===== config.mk =====
export PLATFORM = sky130hd
export DESIGN_NAME = key_entry
export DESIGN_NICKNAME = d
export VERILOG_FILES = /design/src/rtl/key_entry_pkg.sv /design/src/rtl/key_qualifier.sv /design/src/rtl/key_entry.sv
export SDC_FILE = /design/constraint.sdc
export NUM_CORES = 1
export LEC_CHECK = 0
export ABC_AREA = 1
export CAP_MARGIN = 0
export CORE_ASPECT_RATIO = 2
export CORE_UTILIZATION = 61
export DETAILED_ROUTE_END_ITERATION = 8
export HOLD_SLACK_MARGIN = 0.02
export MAX_ROUTING_LAYER = met4
export PLACE_DENSITY = 0.84
export SYNTH_ARGS = -nofsm -noshare
export SYNTH_HDL_FRONTEND = slang
export SYNTH_HIERARCHICAL = 1
export SYNTH_SLANG_ARGS = --single-unit

===== constraint.sdc =====
create_clock -name clk -period 5.9 [get_ports clk]
set_input_delay 1.475 -clock clk [delete_from_list [all_inputs] [get_ports clk]]
set_output_delay 1.475 -clock clk [all_outputs]
set_load 0.02 [all_outputs]

===== src/rtl/key_entry_pkg.sv =====
// Shared key codes, FSM state type and a constant helper for the key_entry block.
package key_entry_pkg;

   localparam logic [3:0] KEY_ENTER = 4'hA;
   localparam logic [3:0] KEY_BKSP  = 4'hB;
   localparam logic [3:0] KEY_CLR   = 4'hC;

   typedef enum logic [1:0] {
      StEntry,
      StConvert,
      StSubmit
   } state_e;

   function automatic longint unsigned pow10(input int unsigned n);
      longint unsigned p;
      p = 1;
      for (int unsigned i = 0; i < n; i++) begin
         p = p * 10;
      end
      return p;
   endfunction

endpackage


===== src/rtl/key_qualifier.sv =====
// Turns the scanner's level-style key_valid/key_code into one registered key_evt per press,
// re-arming only after the key has been released for DEBOUNCE_CYC cycles.
module key_qualifier
   import key_entry_pkg::*;
#(
   parameter int unsigned DEBOUNCE_CYC = 3
) (
   input  logic       clk,
   input  logic       rst_n,
   input  logic       key_valid,
   input  logic [3:0] key_code,
   output logic       key_evt,
   output logic [3:0] evt_code
);

   localparam int unsigned CW = $clog2(DEBOUNCE_CYC + 1);

   logic          r_armed;
   logic [CW-1:0] r_cnt;
   logic [3:0]    r_code;
   logic          r_evt;
   logic [3:0]    r_evt_code;
   logic [CW-1:0] w_cnt_next;

   // One counter serves both phases: held cycles while armed, released cycles while disarmed.
   always_comb begin
      w_cnt_next = '0;
      if (r_armed) begin
         if (key_valid) begin
            if ((r_cnt != '0) && (key_code == r_code)) begin
               w_cnt_next = r_cnt + CW'(1);
            end else begin
               w_cnt_next = CW'(1);
            end
         end
      end else if (!key_valid) begin
         w_cnt_next = r_cnt + CW'(1);
      end
   end

   always_ff @(posedge clk) begin
      if (!rst_n) begin
         r_armed    <= 1'b1;
         r_cnt      <= '0;
         r_code     <= '0;
         r_evt      <= 1'b0;
         r_evt_code <= '0;
      end else begin
         r_evt  <= 1'b0;
         r_code <= key_code;
         if (r_armed && (w_cnt_next == CW'(DEBOUNCE_CYC))) begin
            r_evt      <= 1'b1;
            r_evt_code <= key_code;
            r_armed    <= 1'b0;
            r_cnt      <= '0;
         end else if (!r_armed && (w_cnt_next == CW'(DEBOUNCE_CYC))) begin
            r_armed <= 1'b1;
            r_cnt   <= '0;
         end else begin
            r_cnt <= w_cnt_next;
         end
      end
   end

   assign key_evt  = r_evt;
   assign evt_code = r_evt_code;

endmodule


===== src/rtl/key_entry.sv =====
// Multi-digit decimal key entry with serial BCD-to-binary conversion and valid/ready output.
// Optional KEY_ENTRY_AUTO_SUBMIT_EN: a full entry starts conversion without Enter.
module key_entry
   import key_entry_pkg::*;
#(
   parameter int unsigned MAX_DIGITS   = 4,
   parameter int unsigned VALUE_W      = 14,
   parameter int unsigned DEBOUNCE_CYC = 3
) (
   input  logic                             clk,
   input  logic                             rst_n,
   input  logic                             key_valid,
   input  logic [3:0]                       key_code,
   output logic                             out_valid,
   input  logic                             out_ready,
   output logic [VALUE_W-1:0]               out_value,
   output logic [$clog2(MAX_DIGITS+1)-1:0]  out_ndigits,
   output logic [4*MAX_DIGITS-1:0]          disp_bcd,
   output logic [$clog2(MAX_DIGITS+1)-1:0]  disp_ndigits,
   output logic                             busy,
   output logic                             overflow
);

   localparam int unsigned ND_W  = $clog2(MAX_DIGITS + 1);
   localparam int unsigned IDX_W = (MAX_DIGITS > 1) ? $clog2(MAX_DIGITS) : 1;

   if (pow10(MAX_DIGITS) - 64'd1 > (64'd1 << VALUE_W) - 64'd1) begin : g_value_w_check
      $error("key_entry: VALUE_W too narrow to hold MAX_DIGITS decimal digits");
   end

   state_e                  r_state, w_state_next;
   logic [4*MAX_DIGITS-1:0] r_bcd, w_bcd_next;
   logic [ND_W-1:0]         r_ndig, w_ndig_next;
   logic [VALUE_W-1:0]      r_acc, w_acc_next;
   logic [IDX_W-1:0]        r_idx, w_idx_next;
   logic [VALUE_W-1:0]      r_out_value, w_out_value_next;
   logic [ND_W-1:0]         r_out_nd, w_out_nd_next;
   logic                    r_ovf, w_ovf_next;

   logic                    w_key_evt;
   logic [3:0]              w_evt_code;
   logic [3:0]              w_digit;
   logic [VALUE_W-1:0]      w_acc_mac;

   key_qualifier #(
      .DEBOUNCE_CYC (DEBOUNCE_CYC)
   ) u_qual (
      .clk       (clk),
      .rst_n     (rst_n),
      .key_valid (key_valid),
      .key_code  (key_code),
      .key_evt   (w_key_evt),
      .evt_code  (w_evt_code)
   );

   assign w_digit   = r_bcd[{r_idx, 2'b00} +: 4];
   // acc*10 + digit as (acc<<3)+(acc<<1) with 4 guard bits; the parameter check makes truncation exact.
   assign w_acc_mac = VALUE_W'(({4'b0000, r_acc} << 3) + ({4'b0000, r_acc} << 1)
                               + {{VALUE_W{1'b0}}, w_digit});

   always_comb begin
      w_state_next     = r_state;
      w_bcd_next       = r_bcd;
      w_ndig_next      = r_ndig;
      w_acc_next       = r_acc;
      w_idx_next       = r_idx;
      w_out_value_next = r_out_value;
      w_out_nd_next    = r_out_nd;
      w_ovf_next       = 1'b0;

      case (r_state)
         StEntry: begin
`ifdef KEY_ENTRY_AUTO_SUBMIT_EN
            if (r_ndig == ND_W'(MAX_DIGITS)) begin
               w_acc_next   = '0;
               w_idx_next   = IDX_W'(MAX_DIGITS - 1);
               w_state_next = StConvert;
            end else
`endif
            if (w_key_evt) begin
               if (w_evt_code <= 4'd9) begin
                  if (r_ndig < ND_W'(MAX_DIGITS)) begin
                     w_bcd_next      = r_bcd << 4;
                     w_bcd_next[3:0] = w_evt_code;
                     w_ndig_next     = r_ndig + ND_W'(1);
                  end else begin
                     w_ovf_next = 1'b1;
                  end
               end else if (w_evt_code == KEY_BKSP) begin
                  if (r_ndig != '0) begin
                     w_bcd_next  = r_bcd >> 4;
                     w_ndig_next = r_ndig - ND_W'(1);
                  end
               end else if (w_evt_code == KEY_CLR) begin
                  w_bcd_next  = '0;
                  w_ndig_next = '0;
               end else if (w_evt_code == KEY_ENTER) begin
                  if (r_ndig != '0) begin
                     w_acc_next   = '0;
                     w_idx_next   = IDX_W'(r_ndig - ND_W'(1));
                     w_state_next = StConvert;
                  end
               end
            end
         end

         StConvert: begin
            w_acc_next = w_acc_mac;
            if (r_idx == '0) begin
               w_out_value_next = w_acc_mac;
               w_out_nd_next    = r_ndig;
               w_state_next     = StSubmit;
            end else begin
               w_idx_next = r_idx - IDX_W'(1);
            end
         end

         StSubmit: begin
            if (out_ready) begin
               w_bcd_next   = '0;
               w_ndig_next  = '0;
               w_state_next = StEntry;
            end
         end

         default: w_state_next = StEntry;
      endcase
   end

   always_ff @(posedge clk) begin
      if (!rst_n) begin
         r_state     <= StEntry;
         r_bcd       <= '0;
         r_ndig      <= '0;
         r_acc       <= '0;
         r_idx       <= '0;
         r_out_value <= '0;
         r_out_nd    <= '0;
         r_ovf       <= 1'b0;
      end else begin
         r_state     <= w_state_next;
         r_bcd       <= w_bcd_next;
         r_ndig      <= w_ndig_next;
         r_acc       <= w_acc_next;
         r_idx       <= w_idx_next;
         r_out_value <= w_out_value_next;
         r_out_nd    <= w_out_nd_next;
         r_ovf       <= w_ovf_next;
      end
   end

   assign out_valid    = (r_state == StSubmit);
   assign busy         = (r_state != StEntry);
   assign out_value    = r_out_value;
   assign out_ndigits  = r_out_nd;
   assign disp_bcd     = r_bcd;
   assign disp_ndigits = r_ndig;
   assign overflow     = r_ovf;

endmodule

# Yosys cells after proc, flatten, opt, wreduce, memory -nomap -nowiden
# Index checks and enable logic that the tools add are counted.
[op_classes]
n_eq_ne = 19
muxes = 48
n_shift = 1
n_reduce_logical = 19
addsub = 6
div_mod_pow = 0
n_lt_le_gt_ge = 2
multipliers = 0
bitwise = 1
[ops]
columns = ["cell", "count"]
rows = [
  ["16-bit 2-to-1 mux", 7],
  ["13-bit 2-to-1 mux", 6],
  ["2-bit 2-to-1 mux", 19],
  ["16-bit one-hot mux with 2 select lines", 1],
  ["13-bit one-hot mux with 2 select lines", 1],
  ["3-bit 2-to-1 mux", 7],
  ["8-bit AND reduction", 2],
  ["16-bit by 5-bit variable part select with 4-bit output", 1],
  ["14-bit adder", 1],
  ["14-bit by 4-bit adder with 14-bit output", 1],
  ["2-bit != test, second input constant", 7],
  ["4-bit equality test, second input constant", 3],
  ["2-bit nonzero test", 5],
  ["4-bit != test, second input constant", 2],
  ["7-bit AND reduction", 1],
  ["2-bit one-hot mux with 3 select lines", 1],
  ["3-bit one-hot mux with 2 select lines", 1],
  ["6-bit AND reduction", 1],
  ["2-bit equality test, second input constant", 2],
  ["4-bit equality test", 1],
  ["4-bit less-or-equal comparator, second input constant", 1],
  ["2-bit zero test", 2],
  ["1-bit 2-to-1 mux", 4],
  ["2-bit by 1-bit != test with 1-bit output, second input constant", 2],
  ["15 further kinds", 17],
]
[word_totals]
reg_bits = 66
wordCells = 109
rom_bits = 0
mem_count = 0
input_bits = 8
mem_bits_rw = 0
latch_bits = 0
out_inout_bits = 39

# Longest topological paths before layout
# Gate-level depths: netlist of run 1.
[depth]
depth_word = 9
depth_mapped = 18
mapped_depth_nobuf = 18

# Cells and area by module
# Netlist of run 1, hierarchy kept.
[by_module_without_submodules]
columns = ["module", "cells_per_inst", "seq_area_each_um2", "area_each_um2", "n_inst"]
rows = [
  ["key_entry", 515, 1081.0, 3365.7, 1],
  ["key_qualifier", 78, 240.2, 571.8, 1],
]

# Least setup slack after synthesis of run 1
# Ideal clock, no wire load.
[synth_timing]
path_type = "register to register"
from = "reg r_idx[0]"
to = "reg r_out_value[8] (netlist: out_value[8])"
t_required_ps = 5790
n_path_buf = 1
setup_slack_ps = 3376
arrival_time_ps = 2414
setup_ps = 110
path_stages_with_launch = 17
synth_period_minus_slack_ps = 2524
path_cell_list = "dfxtp_1 clkbuf_1 o21ai_0 a21oi_1 a21oi_1 fa_1 fa_1 inv_1 nand3_1 nand3_1 nand2_1 nand2_1 nand2_1 nand3_1 nand2_1 nand2_1 inv_1"
[synth_between]
elab_chain_cells = 2
word_cells_on_any_way = 4
classes_between = "add/sub: 1; shift: 1; reduce/logical: 2"
[synth_rtl]
columns = ["element", "line_no", "source"]
rows = [
  ["from (decl)", "key_entry.sv:35", "logic [IDX_W-1:0] r_idx, w_idx_next;"],
  ["from (signal assigned)", "key_entry.sv:145", "r_idx <= w_idx_next;"],
  ["16-bit by 5-bit variable part select with 4-bit output or 2-bit zero test (tied branches)", "key_entry.sv:56, key_entry.sv:109", ""],
  ["14-bit by 4-bit adder with 14-bit output or 2-bit AND reduction (tied branches)", "n/a", ""],
  ["to (signal assigned)", "key_entry.sv:146", "r_out_value <= w_out_value_next;"],
  ["to (decl)", "key_entry.sv:36", "logic [VALUE_W-1:0] r_out_value, w_out_value_next;"],
]
# Parallel ways exist; a longest one is shown, timed or not.
# A chain may end at the register's enable or synchronous reset.

# Worst setup path in the final report of run 1
[layout_timing]
from = "reg r_state[0]"
to = "out out_valid"
[layout_between]
elab_chain_cells = 1
[layout_rtl]
columns = ["element", "line_no", "source"]
rows = [
  ["from (decl)", "key_entry.sv:31", "state_e r_state, w_state_next;"],
  ["from (signal assigned)", "key_entry.sv:132", "r_state <= StEntry;"],
  ["from (signal assigned)", "key_entry.sv:141", "r_state <= w_state_next;"],
  ["2-bit equality test", "key_entry.sv:152", "assign out_valid = (r_state == StSubmit);"],
  ["to (decl)", "key_entry.sv:14", "output logic out_valid,"],
]
# No other way between the ends.

==> results of run 1 <==
## sequential cells by signal, summed over array words and instances, names as in the netlist, 3 cells and up
register         flops
out_ndigits          3
out_value           14
disp_ndigits         3
disp_bcd            16
u_qual/evt_code      4
r_acc               13
u_qual/r_code        4
## placed cells by master (no fill, tap or decap), types with 2 or more instances in the layout
cell	synthesis	layout
sky130_fd_sc_hd__inv_1	77	77
sky130_fd_sc_hd__nand3_2	3	3
sky130_fd_sc_hd__clkbuf_16	0	9
sky130_fd_sc_hd__nor3_1	2	2
sky130_fd_sc_hd__nand4_1	10	10
sky130_fd_sc_hd__o21ai_2	2	2
sky130_fd_sc_hd__xnor2_1	2	2
sky130_fd_sc_hd__o21bai_1	4	4
sky130_fd_sc_hd__nand3b_1	3	3
sky130_fd_sc_hd__nand2_1	168	168
sky130_fd_sc_hd__o22ai_1	7	7
sky130_fd_sc_hd__o211ai_1	2	2
sky130_fd_sc_hd__nor2_1	70	70
sky130_fd_sc_hd__clkdlybuf4s50_1	0	46
sky130_fd_sc_hd__clkinv_2	0	3
sky130_fd_sc_hd__fa_1	2	2
sky130_fd_sc_hd__o21a_1	2	2
sky130_fd_sc_hd__clkbuf_1	9	3
sky130_fd_sc_hd__ha_1	27	27
sky130_fd_sc_hd__a21oi_1	40	40
sky130_fd_sc_hd__clkinv_1	2	2
sky130_fd_sc_hd__xor2_1	4	4
sky130_fd_sc_hd__nand2_4	2	2
sky130_fd_sc_hd__nand2_2	5	5
sky130_fd_sc_hd__nand3_1	32	32
sky130_fd_sc_hd__dfxtp_1	66	66
sky130_fd_sc_hd__o21ai_0	32	32
sky130_fd_sc_hd__nor2_2	2	2
sky130_fd_sc_hd__inv_2	4	4
## layer usage
metal / wire, µm / part of all wire (%) / up-vias / global-route usage (%)
met1: 3680 / 36 / 1778 / 32.3
met3: 364 / 3.5 / 43 / 5.58
li1: - / - / 1965 / -
met5: 0 / 0 / - / -
met4: 612 / 5.9 / 0 / 26.0
met2: 5700 / 55 / 108 / 60.3
## worst register-to-register path, delay by kind of cell (launching register included)
kind / cells / cell delay, ns
adders and majority gates: 3 / 0.80
and+or+nand+nor: 8 / 0.71
DFF: 1 / 0.58
buffers and inverters: 4 / 0.57
AOI/OAI and AO/OA: 3 / 0.44
## through the flow
step / instances / power (W) / cell area, µm²
after global routing: 725 / 0.000989 / 4680
after detailed placement: 709 / 0.000491 / 4420
after global placement: 709 / 0.000490 / 4420
after CTS: 725 / 0.000968 / 4680
after floorplan: 593 / 0.000480 / 3940
final: 725 / 0.000961 / 4680
## cells by family after synthesis
group / Yosys count / share of synthesized area (%)
buffers and inverters: 101 / 10.5
flip-flops: 66 / 33.6
adder cells (fa/ha/maj): 29 / 9.60
AO/OA/AOI/OAI: 91 / 12.9
XOR/XNOR: 6 / 1.33
AND/OR/NAND/NOR: 300 / 32.2
## where the power goes
group,leakage [nW],internal (W),total (W),switching (W)
Combinational,1.51,0.0000119,0.0000325,0.0000206
Clock,0.133,0.000293,0.000479,0.000185
Sequential,0.533,0.000449,0.000450,0.00000135
## layout make-up
type	instances	area (µm²)
clock inverters	3	15.0
well taps	86	108
inverters	84	318
multi-input cells	426	2200
flip-flops and latches	66	1320
repair buffers	47	468
clock buffers	13	250
fillers	520	1580
## how the worst max path moves through the flow
stage | startpoint | endpoint | slack (ns) | cells past startpoint
6_report | r_state[0]$_SDFFE_PN0P_ | out_valid | 2.65 | 4
5_1_grt | r_idx[0]$_SDFFE_PN0P_ | out_value[8]$_SDFFE_PN0P_ | 2.34 | 18
4_1_cts | r_state[1]$_SDFFE_PN0P_ | out_valid | 2.65 | 3
3_5_place_dp | key_code[1] | u_qual/evt_code[1]$_SDFFE_PN0P_ | 2.76 | 10
3_3_place_gp | rst_n | out_value[6]$_SDFFE_PN0P_ | 2.82 | 5
2_1_floorplan | r_idx[0]$_SDFFE_PN0P_ | out_value[8]$_SDFFE_PN0P_ | 3.38 | 16
==> metrics.csv, run 1 <==
metric;value;unit
leakage power;2.18;nW
count of cells resized by post-cts repair;0;
final worst path period need;3.25;ns
number of buffers inserted for hold repair after clock tree synthesis;0;
number of buffers inserted during clock tree synthesis;9;
number of buffers added on ports;46;
number of primary I/O pins;47;
setup slack of the most critical reg-to-reg path;2.71;ns
hpwl dp;7760;µm
Chip Width;58.8;µm
later-pin clock latency in the skew report;0.34;ns
data required time at the worst endpoint;4.43;ns
ys async rst share;0;%
Hold Path Stages;2;
Max Fanout on Critical Path;16;
number of maximum-capacitance constraint violations;0;
critical path's largest stage delay;0.63;ns
mean area per synthesized cell;6.64;µm²
First DRT Iteration DRCs;227;
power density over the cells;205;nW/µm²
number of max-slew violations in the final report;0;
maximum resistive drop on vdd;201;µV
Total Wirelength;10400;µm
Hold Path Class;reg2reg;
WP buf/inv;3;
global router's overall resource usage;34.4;%
post-synth top area share;33.6;%
area growth from synthesis to final layout;18.9;%
maximum number of pins on one net before global-route repair;32;
Synth top cells by count;168 x sky130_fd_sc_hd__nand2_1, 77 x sky130_fd_sc_hd__inv_1, 70 x sky130_fd_sc_hd__nor2_1;
layout cell share with drive strength beyond 1;5.79;%
number of setup buffers added after CTS;0;
pre-CTS worst setup slack;2.76;ns
clock tree from TritonCTS;built;
Initial DRT Pass Iterations;4;
number of nets with antenna violations after routing;0;
Total Nets Final;671;
Worst Reg2Reg Path Length in Cells;18;
Fin Clk Skew;0.00210;ns
count of cell types in the netlist;36;
Remaining Overflow, GRT;0;
number of flops mapped to enable cells by yosys;0;
total core area;6260;µm²
cells along the critical path;inv_2, nand2_2, inv_1, clkdlybuf4s50_1;
cell types with the largest area share after synthesis;sky130_fd_sc_hd__dfxtp_1 34%, sky130_fd_sc_hd__nand2_1 16%, sky130_fd_sc_hd__ha_1 8.6%;
routed len/inst;14.3;µm
element type at the critical path end;primary output;
initial cell density of the core;62.9;%
library cell with the highest instance count after synthesis;sky130_fd_sc_hd__nand2_1;
post-synth top area cell;sky130_fd_sc_hd__dfxtp_1;
unrepaired setup endpoints after global routing;false;
number of antenna violations at the first check in global routing;0;
share of the yosys chip area belonging to registers;33.6;%
final setup violation count;0;
Syn Nets;630;
CP Launch Type;register;
family of cells with the greatest summed delay on the critical path;buffers and inverters;
highest attainable clock frequency;308;MHz
buffers from clock root to sink, at most;2;
count of inserted antenna diode cells;0;
via count of the first global-routing pass;3716;
arrival time of data at the critical path endpoint;1.78;ns
cell row count;41;
synthesized instance count;593;
Critical Path Slowest Stage Cell;sky130_fd_sc_hd__clkdlybuf4s50_1;
endpoint of the worst hold path;out_value[1]$_SDFFE_PN0P_;
vias per cell;5.37;
wire length of the first global-routing pass;17000;µm
final hold violation count;0;
routability cong.;0.946;
startpoint of the most critical hold path;out_value[1]$_SDFFE_PN0P_;
H-tree depth reported by CTS;3;
Die Outline Area;6800;µm²
critical setup path kind;reg2out;
launch instance of the worst register-to-register path;r_idx[0]$_SDFFE_PN0P_;
hold slack;0.464;ns
#FFs+latches synth;66;
endpoint of the worst-slack reg-to-reg timing path;out_value[8]$_SDFFE_PN0P_;
Layout Utilization;74.8;%
overall via count from detail_route;3894;
aggregate negative setup slack;0;ns
setup slack of the critical path after layout;2.65;ns
predominant post-synthesis flop cell;sky130_fd_sc_hd__dfxtp_1;
pin slew with the least headroom to its limit;0.681;ns
Max-slew headroom;54.6;%
clock transition at the registers of the reported paths;0.05;ns
final worst path period share;55.1;%
result of the run;complete, no violations;
TritonCTS sink count;66;
number of warnings reported in the yosys synthesis log;6;
number of remaining DRC errors;0;
CTS root buffer;sky130_fd_sc_hd__clkbuf_16;
netlist area before placement;3940;µm²
height of the chip;116;µm
Note: power is estimated with default switching activity, not from simulation.
==> run 2, diff against run 1 <==
--- a/config.mk
+++ b/config.mk
@@ -8,11 +8,11 @@
 export ABC_AREA = 1
 export CAP_MARGIN = 0
 export CORE_ASPECT_RATIO = 2
-export CORE_UTILIZATION = 61
+export CORE_UTILIZATION = 56
 export DETAILED_ROUTE_END_ITERATION = 8
 export HOLD_SLACK_MARGIN = 0.02
 export MAX_ROUTING_LAYER = met4
-export PLACE_DENSITY = 0.84
+export PLACE_DENSITY = 0.78
 export SYNTH_ARGS = -nofsm -noshare
 export SYNTH_HDL_FRONTEND = slang
 export SYNTH_HIERARCHICAL = 1
==> constraint.sdc (replaced) <==
create_clock -name clk -period 3.1 [get_ports clk]
set_input_delay 0.775 -clock clk [delete_from_list [all_inputs] [get_ports clk]]
set_output_delay 0.775 -clock clk [all_outputs]
set_load 0.02 [all_outputs]
==> metrics.csv, run 2 (synthesis results as in run 1) <==
metric;value;unit
aggregate negative setup slack;0;ns
count of cells resized by post-cts repair;0;
clock tree from TritonCTS;built;
power density over the cells;435;nW/µm²
WP buf/inv;2;
Power Internal;0.00166;W
final worst path period need;2.79;ns
Fin Clk Skew;0.00699;ns
total power after layout;0.00207;W
clock network fraction of total power;55.7;%
Critical Path Most Common Cell;sky130_fd_sc_hd__nand2_1;
Die Outline Area;7390;µm²
pin slew with the least headroom to its limit;0.712;ns
arrival time of data at the critical path endpoint;3.02;ns
number of maximum-capacitance constraint violations;0;
number of primary I/O pins;47;
startpoint of the most critical hold path;out_value[2]$_SDFFE_PN0P_;
met1 usage;31.4;%
CTS root buffer;sky130_fd_sc_hd__clkbuf_16;
number of remaining DRC errors;0;
Remaining Overflow, GRT;0;
launch instance of the worst register-to-register path;r_idx[0]$_SDFFE_PN0P_;
Most Crowded Layer GR;met2;
register cell area after layout;1320;µm²
Hold Path Class;reg2reg;
Initial DRT Pass Iterations;5;
cell row count;42;
WP depth;14;
hpwl dp;7880;µm
unrepaired setup endpoints after global routing;false;
buffers from clock root to sink, at most;2;
maximum resistive drop on vdd;373;µV
Total Nets Final;673;
number of setup buffers added after CTS;0;
Hold Path Stages;2;
share of total power in combinational logic;3.0;%
net switching power;0.000415;W
area growth from synthesis to final layout;21.1;%
endpoint of the worst-slack reg-to-reg timing path;out_value[9]$_SDFFE_PN0P_;
final worst path period share;90.1;%
switching portion of total power;20.0;%
critical setup path kind;reg2reg;
number of buffers added on ports;46;
critical path's largest stage delay;0.56;ns
count of filler cells inserted in the layout;583;
overall via count from detail_route;3924;
endpoint of the worst hold path;out_value[2]$_SDFFE_PN0P_;
sequential power share;41.3;%
footprint of the multi-input gates;2200;µm²
later-pin clock latency in the skew report;0.33;ns
wire length of the first global-routing pass;17600;µm
Max Fanout on Critical Path;12;
fraction of met3 tracks used by global routing;7.38;%
count of inserted antenna diode cells;0;
top library cells by usage in the layout, fill and taps aside;168 x sky130_fd_sc_hd__nand2_1, 77 x sky130_fd_sc_hd__inv_1, 70 x sky130_fd_sc_hd__nor2_1;
final setup violation count;0;
number of buffers inserted for hold repair after clock tree synthesis;0;
number of max-slew violations in the final report;0;
family of cells with the greatest summed delay on the critical path;adder cells;
clock transition at the registers of the reported paths;0.06;ns
final hold violation count;0;
total core area;6730;µm²
H-tree depth reported by CTS;3;
number of antenna violations at the first check in global routing;0;
global router's overall resource usage;33.2;%
result of the run;complete, no violations;
routed len/inst;14.7;µm
maximum number of pins on one net before global-route repair;32;
Largest register FFs;16;
Chip Width;61.3;µm
CP Launch Type;register;
Total Wirelength;10700;µm
highest attainable clock frequency;358;MHz
met2 usage in global routing;57.4;%
initial cell density of the core;58.5;%
commonest non-fill, non-tap cell in the layout;sky130_fd_sc_hd__nand2_1;
via count of the first global-routing pass;3861;
First DRT Iteration DRCs;349;
number of buffers inserted during clock tree synthesis;9;
height of the chip;121;µm
Max-slew headroom;52.5;%
Critical Path Slowest Stage Cell;sky130_fd_sc_hd__fa_1;
cells along the critical path;o21ai_0, a21oi_1, a21oi_1, fa_1, inv_1, ha_1, nand3_1, nand3_1, nand2_1, nand3b_1, nand2_1, nand2_1, o211ai_1, inv_1;
TritonCTS sink count;66;
element type at the critical path end;register;
leakage power;2.22;nW
layout cell share with drive strength beyond 1;6.55;%
number of nets with antenna violations after routing;0;
vias per cell;5.38;
routability cong.;0.920;
setup slack of the most critical reg-to-reg path;0.31;ns
data required time at the worst endpoint;3.33;ns
Worst Reg2Reg Path Length in Cells;14;
## run 2: changes by cell type in the layout (fill, tap and decap cells not counted), sizes merged
cell	previous run	this run
bufinv	0	3
inv	82	83
clkbuf	13	10
clkinv	5	4
buf	1	3
## run 2: how the worst max path moves through the flow
| stage | from | slack, ns | end |
|---|---|---|---|
| after CTS | r_idx[0]$_SDFFE_PN0P_ | 0.20 | r_acc[10]$_SDFFE_PN0P_ |
| final | r_idx[0]$_SDFFE_PN0P_ | 0.31 | out_value[9]$_SDFFE_PN0P_ |
| after floorplan | r_idx[0]$_SDFFE_PN0P_ | 0.58 | out_value[8]$_SDFFE_PN0P_ |
| after detailed placement | r_idx[0]$_SDFFE_PN0P_ | 0.22 | r_acc[10]$_SDFFE_PN0P_ |
| after global routing | r_idx[0]$_SDFFE_PN0P_ | 0.02 | r_acc[10]$_SDFFE_PN0P_ |
| after global placement | r_idx[0]$_SDFFE_PN0P_ | 0.41 | r_acc[10]$_SDFFE_PN0P_ |
## run 2: layout make-up
class | count | area share [%]
Sequential cell | 66 | 27.7
Inverter | 84 | 6.66
Clock buffer | 10 | 4.80
Clock inverter | 6 | 2.20
Tap cell | 88 | 2.31
Timing Repair Buffer | 49 | 10.1
Multi-Input combinational cell | 426 | 46.2
## run 2: metrics by stage
stage / instance area (µm²) / cells / utilization (%) / setup WS (ns) / hold WS, ns
after floorplan: 3940 / 593 / - / 0.576 / 0.435
after global placement: 4440 / 713 / 65.9 / 0.414 / 0.457
after detailed placement: 4440 / 713 / 65.9 / 0.217 / 0.460
after CTS: 4770 / 729 / 70.9 / 0.201 / 0.468
after global routing: 4770 / 729 / 70.9 / 0.0221 / 0.490
final: 4770 / 729 / 70.9 / 0.308 / 0.464
## run 2: layer usage
| metal | share of wire [%] | routed length (µm) |
|---|---|---|
| met5 | 0 | 0 |
| met4 | 4.3 | 457 |
| met3 | 3.8 | 406 |
| met2 | 57 | 6060 |
| met1 | 35 | 3780 |
## run 2: worst min-delay path, delay by kind of cell, from the launching register on
family / cells / cell delay [ns]
AND/OR/NAND/NOR: 1 / 0.06
AO/OA/AOI/OAI: 1 / 0.05
flip-flops: 1 / 0.30
## run 2: power by group through the flow
stage | Sequential, W | Clock, W | Combinational (W)
3_5_place_dp | 0.000874 | 0 | 0.0000628
4_1_cts | 0.000856 | 0.00117 | 0.0000633
2_1_floorplan | 0.000874 | 0 | 0.0000389
5_1_grt | 0.000856 | 0.00120 | 0.0000702
3_3_place_gp | 0.000874 | 0 | 0.0000614
6_report | 0.000856 | 0.00115 | 0.0000627
